$ cat src/rtl/alarm_ctrl.sv
// alarm_ctrl: sequences the alarm tone generator enable. It compares the running clock
// against the programmed alarm time, rings, and handles stop, limited snooze and the
// auto-timeout of an unanswered alarm.
module alarm_ctrl #(
    parameter int RING_SEC   = 60,   // seconds of ringing before auto-stop (>= 1)
    parameter int SNOOZE_SEC = 300,  // seconds of silence per snooze (>= 1)
    parameter int MAX_SNOOZE = 3     // snoozes per alarm event, 0 disables snooze
) (
    input  logic       clk,
    input  logic       reset,
    input  logic       tick_1hz,
    input  logic [4:0] cur_hour,
    input  logic [5:0] cur_min,
    input  logic [5:0] cur_sec,
    input  logic [4:0] alarm_hour,
    input  logic [5:0] alarm_min,
    input  logic       alarm_en,
    input  logic       stop_btn,
    input  logic       snooze_btn,
    output logic       alarm_sound,
    output logic       snoozing,
    output logic [1:0] snooze_left,
    output logic [2:0] state_o
);

    typedef enum logic [2:0] {
        IDLE    = 3'd0,
        ARMED   = 3'd1,
        RINGING = 3'd2,
        SNOOZE  = 3'd3,
        DONE    = 3'd4
    } state_e;

    localparam int RING_W = $clog2(RING_SEC) + 1;
    localparam int SNZ_W  = $clog2(SNOOZE_SEC) + 1;

    localparam logic [RING_W-1:0] RING_LAST = RING_W'(RING_SEC - 1);
    localparam logic [SNZ_W-1:0]  SNZ_LAST  = SNZ_W'(SNOOZE_SEC - 1);
    localparam logic [1:0]        SNZ_MAX   = 2'(MAX_SNOOZE);

    state_e            state_q, state_d;
    logic [RING_W-1:0] ring_cnt_q, ring_cnt_d;
    logic [SNZ_W-1:0]  snz_cnt_q, snz_cnt_d;
    logic [1:0]        snooze_left_q, snooze_left_d;
    logic              alarm_sound_q, snoozing_q;
    logic              match, hit;

    // The alarm minute is "current"; a hit is the tick that starts that minute.
    assign match = (cur_hour == alarm_hour) && (cur_min == alarm_min);
    assign hit   = tick_1hz && match && (cur_sec == 6'd0);

    // Next-state and counter logic; alarm_en, stop, timeout, snooze, tick in priority order.
    always_comb begin
        // NOTE: every signal gets a default first so no path can infer a latch.
        state_d       = state_q;
        ring_cnt_d    = ring_cnt_q;
        snz_cnt_d     = snz_cnt_q;
        snooze_left_d = snooze_left_q;

        if (!alarm_en) begin
            state_d       = IDLE;
            ring_cnt_d    = '0;
            snz_cnt_d     = '0;
            snooze_left_d = SNZ_MAX;
        end else begin
            case (state_q)
                IDLE: begin
                    // Enabling inside the alarm minute must not ring this time round.
                    state_d = match ? DONE : ARMED;
                end
                ARMED: begin
                    if (hit) begin
                        state_d       = RINGING;
                        ring_cnt_d    = '0;
                        snooze_left_d = SNZ_MAX;
                    end
                end
                RINGING: begin
                    if (stop_btn) begin
                        state_d = DONE;
                    end else if (tick_1hz && (ring_cnt_q == RING_LAST)) begin
                        state_d = DONE;
                    end else if (snooze_btn && (snooze_left_q != 2'd0)) begin
                        state_d       = SNOOZE;
                        snz_cnt_d     = '0;
                        snooze_left_d = snooze_left_q - 2'd1;
                    end else if (tick_1hz) begin
                        ring_cnt_d = ring_cnt_q + RING_W'(1);
                    end
                end
                SNOOZE: begin
                    if (stop_btn) begin
                        state_d = DONE;
                    end else if (tick_1hz && (snz_cnt_q == SNZ_LAST)) begin
                        state_d    = RINGING;
                        ring_cnt_d = '0;
                    end else if (tick_1hz) begin
                        snz_cnt_d = snz_cnt_q + SNZ_W'(1);
                    end
                end
                DONE: begin
                    // Hold until the alarm minute is over so it cannot re-trigger.
                    if (!match) state_d = ARMED;
                end
                default: begin
                    state_d       = IDLE;
                    ring_cnt_d    = '0;
                    snz_cnt_d     = '0;
                    snooze_left_d = SNZ_MAX;
                end
            endcase
        end
    end

    // State, counters and registered outputs; reset silences the tone immediately.
    always_ff @(posedge clk or posedge reset) begin
        if (reset) begin
            state_q       <= IDLE;
            ring_cnt_q    <= '0;
            snz_cnt_q     <= '0;
            snooze_left_q <= SNZ_MAX;
            alarm_sound_q <= 1'b0;
            snoozing_q    <= 1'b0;
        end else begin
            // NOTE: non-blocking so every register samples pre-edge values.
            state_q       <= state_d;
            ring_cnt_q    <= ring_cnt_d;
            snz_cnt_q     <= snz_cnt_d;
            snooze_left_q <= snooze_left_d;
            // Decoded from the next state so the flops track the state with no extra delay.
            alarm_sound_q <= (state_d == RINGING);
            snoozing_q    <= (state_d == SNOOZE);
        end
    end

    assign alarm_sound = alarm_sound_q;
    assign snoozing    = snoozing_q;
    assign snooze_left = snooze_left_q;
    assign state_o     = state_q;

endmodule

$ cat config.mk
export PLATFORM = sky130hd
export DESIGN_NAME = alarm_ctrl
export DESIGN_NICKNAME = d
export VERILOG_FILES = /design/src/rtl/alarm_ctrl.sv
export SDC_FILE = /design/constraint.sdc
export NUM_CORES = 1
export LEC_CHECK = 0
export ABC_AREA = 1
export CAP_MARGIN = 5
export CORE_ASPECT_RATIO = 0.7
export CORE_MARGIN = 2
export CORE_UTILIZATION = 30
export CTS_BUF_LIST = sky130_fd_sc_hd__clkbuf_4 sky130_fd_sc_hd__clkbuf_8
export CTS_CLUSTER_DIAMETER = 150
export CTS_CLUSTER_SIZE = 24
export DETAILED_ROUTE_END_ITERATION = 12
export PLACE_DENSITY_LB_ADDON = 0.05
export SYNTH_ARGS = -nofsm -noshare
export SYNTH_HDL_FRONTEND = slang
export SYNTH_SLANG_ARGS = --single-unit
$ cat constraint.sdc
create_clock -name clk -period 2.2 [get_ports clk]
set_input_delay 0.33 -clock clk [delete_from_list [all_inputs] [get_ports clk]]
set_output_delay 0.33 -clock clk [all_outputs]
set_load 0.005 [all_outputs]
# == Word-level counts from Yosys, hierarchy flattened ==
# Index checks and enable logic that the tools add are counted.
# totals
register_bits,24
latch_bits,0
ramBits,0
romBits,0
input_bits,34
out_inout_bits,7
elab_cells,80
n_memories,0
# op_classes
add_sub_neg,3
mul,0
div,0
magnitude_cmp,0
n_eq_ne,23
n_shift,0
n_mux,33
bitwise_logic,0
n_reduce_logical,15
# op_table
cell,n
10-bit two-way mux,7
7-bit two-way mux,8
"3-bit inequality test, second input constant",10
10-bit case mux with 3 select lines,1
7-bit case mux with 4 select lines,1
3-bit two-way mux,9
3-bit case mux with 5 select lines,1
"3-bit by 2-bit equality test with 1-bit output, second input constant",4
"10-bit by 1-bit adder with 10-bit output, second input constant",1
"10-bit by 9-bit equality test with 1-bit output, second input constant",1
2-bit two-way mux,5
8-bit AND reduction,1
"7-bit by 1-bit adder with 7-bit output, second input constant",1
"7-bit by 6-bit equality test with 1-bit output, second input constant",1
7-bit AND reduction,1
6-bit equality test,1
1-bit logical AND,6
6-bit logical NOT,1
"2-bit inequality test, second input constant",3
2-bit case mux with 3 select lines,1
3-bit OR reduction,2
5-bit equality test,1
5-bit AND reduction,1
"3-bit by 1-bit equality test with 1-bit output, second input constant",1
5 further kinds,5

# == Longest topological paths before layout ==
# logic_depth
ltp_word,8
mapped_depth,12
mapped_depth_nobuf,11

# == Least setup slack after synthesis ==
# No wires, ideal clock.
# synth_path
path_kind,flip-flop to flip-flop
from,"register snooze_left_q[0], in the netlist snooze_left[0]"
to,register snz_cnt_q[9]
arrival_time_ps,1469
slack_ps,614
stages_incl_launch_ff,10
period_less_slack_ps,1586
cell_sequence,dfstp_2 inv_1 ha_1 nor2_1 a21oi_2 nor2_1 nand2_2 buf_6 nand2_2 o21ai_2
# synth_via
elab_chain_cells,4
# synth_rtl
item,line,source
from (decl),44,"logic [1:0] snooze_left_q, snooze_left_d;"
from (signal assigned),129,snooze_left_q <= snooze_left_d;
2-bit nonzero test,83,end else if (snooze_btn && (snooze_left_q != 2'd0)) begin
1-bit logical AND,83,
3-bit inequality test (no line),n/a,
7-bit AND reduction (no line),n/a,
to (signal assigned),128,snz_cnt_q <= snz_cnt_d;
to (decl),43,"logic [SNZ_W-1:0] snz_cnt_q, snz_cnt_d;"
# No other way between the ends.
# A chain may end at the register's enable or synchronous reset.

# == Final worst setup path ==
# layout_path
from,"register snooze_left_q[0], in the netlist snooze_left[0]"
to,register snz_cnt_q[5]
# The elaborated chain is that of the path after synthesis.

==> summary.md <==
| Metric | Value |
|---|---|
| Post-Layout Inst Area | `0.00238 sq mm` |
| Post-CTS sizing | `0` |
| Synth Instances | `~270` |
| Worst Path Max Fanout | `20` |
| DIE AREA | `about 0.0067 sq mm` |
| Peak VDD IR | `0.000219 V` |
| Tmin final | `around 1.8 ns` |
| Gr ovfl total | `0` |
| Worst path most repeated cell | `nor2_1` |
| Max_slew headroom | `77.7%` |
| Clock Skew | `approximately 0.018 ns` |
| GP Congestion | `around 0.85` |
| H-tree lvl count | `1` |
| Hold buffers post-CTS | `0` |
| Fin. Hold Viols | `0` |
| Clock buffer count from CTS | `3` |
| Die width | `roughly 97 um` |
| Crit path launch type | `flip-flop` |
| Post-Synth Adder-Cell Area | `2.06%` |
| Status | `complete, no violations` |
| CP arrival | `about 2 ns` |
| Largest family of logic cells by synthesized area | `simple AND/OR/NAND/NOR gates` |
| Crit-path cells | `inv_1 -> ha_1 -> nor2_1 -> a21oi_2 -> nor2_1 -> nand2_2 -> buf_12 -> nand2_1 -> o21ai_2` |
| P&R area growth vs syn | `30.9%` |
| Via count | `about 1.7k` |
| Complex-gate fraction of the synthesized area | `approximately a tenth` |
| Remaining antenna violation count | `0` |
| Avg Inst Size Synth | `6.79 sq um` |
| PwrDens | `roughly 440 mW/mm^2` |
| Clk sinks | `24` |
| Clock-pin slew on the worst setup and hold paths | `0.10 ns` |
| Setup CP Type | `reg -> reg` |
| CTS tree | `done` |
| Fmax | `approximately 560 MHz` |
| Cell Area, Synth | `between 0.0015 and 0.002 sq mm` |
| Die Y | `around 69 um` |
| Diode count | `0` |
| Yosys warning total | `0` |
| Vias in the first global route | `1505` |
| Placed cells | `around 380` |
| Pwr Total | `1.06 mW` |
| Clock buffer depth | `2` |
| Routed WL | `4490 um` |
| CTS Root Cell | `clkbuf_8` |
| Simple-gate share of the synthesized area | `between 40 and 50%` |
| RSZ-0062 raised after global routing | `no` |
| Nets@finish | `between 300 and 400` |
| Initial Util | `31.5%` |
| R2R Path Start | `snooze_left[0]$_DFFE_PP1P_` |
| Hold Path Class | `in -> async` |
| Setup TNS | `0 ns` |
| Fin. max-slew vios | `0` |
| Reg2reg end | `snz_cnt_q[5]$_DFFE_PP0P_` |
| Post-synthesis mux area share | `0%` |
| Initial DRC Count | `96` |
| Detailed-route wire length per cell | `between 10 and 15 um` |
| Worst R2R Path Depth | `9` |
| Clk Latency, worst-skew pair | `around 0.28 ns` |
| Top Ports | `just over 40` |
| Detailed Routing Iterations Pass 1 | `4` |
| DRC viols | `0` |
| Commonest non-fill, non-tap cell in the layout | `nand2_1` |
| Most frequent cells in the layout | `83 x nand2_1, 40 x clkdlybuf4s50_1, 32 x nor2_1, 30 x inv_1, 22 x dfrtp_1` |
| Lkg Pwr | `approximately 1.1 nW` |
| Fraction of layout instances using a drive strength above 1 | `between 10 and 15%` |
| Slew @ Worst Pin | `approximately 0.33 ns` |
| CP max stage delay | `0.57 ns` |
| Largest net degree at the start of global routing | `25` |
| Critical Path RT | `about 2.4 ns` |
| MaxCap Viol Count | `0` |
| Sequential-to-total area share from yosys stat | `roughly a third` |
| Synth Net Count | `305` |
| Std cell rows | `23` |
| Global-route wire length before repair | `about 7600 um` |
| CP endpoint kind | `flip-flop` |
| Dpl cell area | `~0.0023 sq mm` |
| Post-CTS setup buffers | `0` |
| Count of cell types in the netlist | `28` |
| GRT Util Overall | `13.7%` |
| Initial antenna violation count | `0` |
| Register bit total from synthesis | `24` |
| Finished Layout Cells | `386` |
| DP HPWL | `around 3500 um` |
| Final core utilization | `approximately two fifths` |
| Core area | `0.00578 sq mm` |
| Vias per cell | `4.48` |
| Setup violators final | `0` |
| Slowest stage cell, crit path | `dfstp_2` |
| Synth Area in XOR/XNOR | `around 3.4%` |
| Final Cycle Share | `a little over 80%` |
| FF-to-FF setup slack | `around 0.4 ns` |
| I/O Buffers | `40` |
worst max-delay path by stage:
| stage | cells past startpoint | to | from |
|---|---|---|---|
| after floorplan | 9 | snz_cnt_q[9]$_DFFE_PP0P_ | snooze_left[0]$_DFFE_PP1P_ |
| after global placement | 12 | ring_cnt_q[3]$_DFFE_PP0P_ | cur_hour[4] |
| after detailed placement | 12 | ring_cnt_q[6]$_DFFE_PP0P_ | alarm_hour[4] |
| after CTS | 9 | snz_cnt_q[5]$_DFFE_PP0P_ | snooze_left[0]$_DFFE_PP1P_ |
| after global routing | 9 | snz_cnt_q[3]$_DFFE_PP0P_ | snooze_left[0]$_DFFE_PP1P_ |
| final | 9 | snz_cnt_q[5]$_DFFE_PP0P_ | snooze_left[0]$_DFFE_PP1P_ |
per-stage QoR:
| step | setup WS (ns) | hold WS, ns |
|---|---|---|
| after global placement | 0.196 | 0.467 |
| after CTS | 0.399 | 0.406 |
| final | 0.405 | 0.391 |
| after floorplan | 0.614 | 0.343 |
| after global routing | 0.231 | 0.422 |
| after detailed placement | 0.159 | 0.468 |
report_power, final:
group	switching, mW	internal, mW
combinational	0.0972	0.103
clock	0.155	0.244
sequential	0.00822	0.450
total	0.261	0.796
worst max-delay path: cells and delay by family (launching register included):
| kind | cells | cell delay [ns] |
|---|---|---|
| buf+inv | 2 | 0.21 |
| compound gates | 2 | 0.16 |
| fa+ha+maj | 1 | 0.18 |
| flops | 1 | 0.57 |
| simple gates | 4 | 0.56 |
metal layers:
| layer | up-vias | global-route usage [%] | share of wire [%] |
|---|---|---|---|
| met5 | - | 0 | 0 |
| met4 | 0 | 1.88 | 0.42 |
| met3 | 2 | 3.43 | 5.9 |
| met2 | 46 | 18.3 | 38 |
| met1 | 744 | 22.2 | 56 |
| li1 | 936 | - | - |
sequential cells by signal (all words and copies together), names as in the netlist:
| signal | flops |
|---|---|
| snz_cnt_q | 10 |
| alarm_sound | 1 |
| state_o | 3 |
| snooze_left | 2 |
| ring_cnt_q | 7 |
| snoozing | 1 |
cells by family (layout without fill, tap and decap cells):
| logic type | Yosys count | after routing |
|---|---|---|
| AO/OA/AOI/OAI | 26 | 26 |
| AND/OR/NAND/NOR | 169 | 169 |
| adder cells (fa/ha/maj) | 3 | 3 |
| buffers and inverters | 39 | 82 |
| flip-flops | 24 | 24 |
| XOR/XNOR | 7 | 7 |
cell type report:
type	count	area [sq um]
Fill cell	613	3400
Multi-Input combinational cell	205	1050
Sequential cell	24	603
Timing Repair Buffer	43	435
Inverter	35	131
Tap cell	75	93.8
Clock buffer	3	41.3
Clock inverter	1	30.0
synth_stat cells, drive strengths merged:
cell type  number  area [sq um]
a21oi           5          28.8
buf             4          38.8
dfrtp          22           551
dfstp           2          52.6
ha              3          37.5
inv            35           131
nand2          92           378
nand3          19          95.1
nand3b          1          7.51
nand4           9          56.3
nor2           38           168
nor3            6          40.0
nor3b           2          15.0
o21ai          19           133
o21bai          2          15.0
or2             2          12.5
xnor2           6          52.6
xor2            1          8.76
No activity file was read; power rests on OpenSTA's default activity.
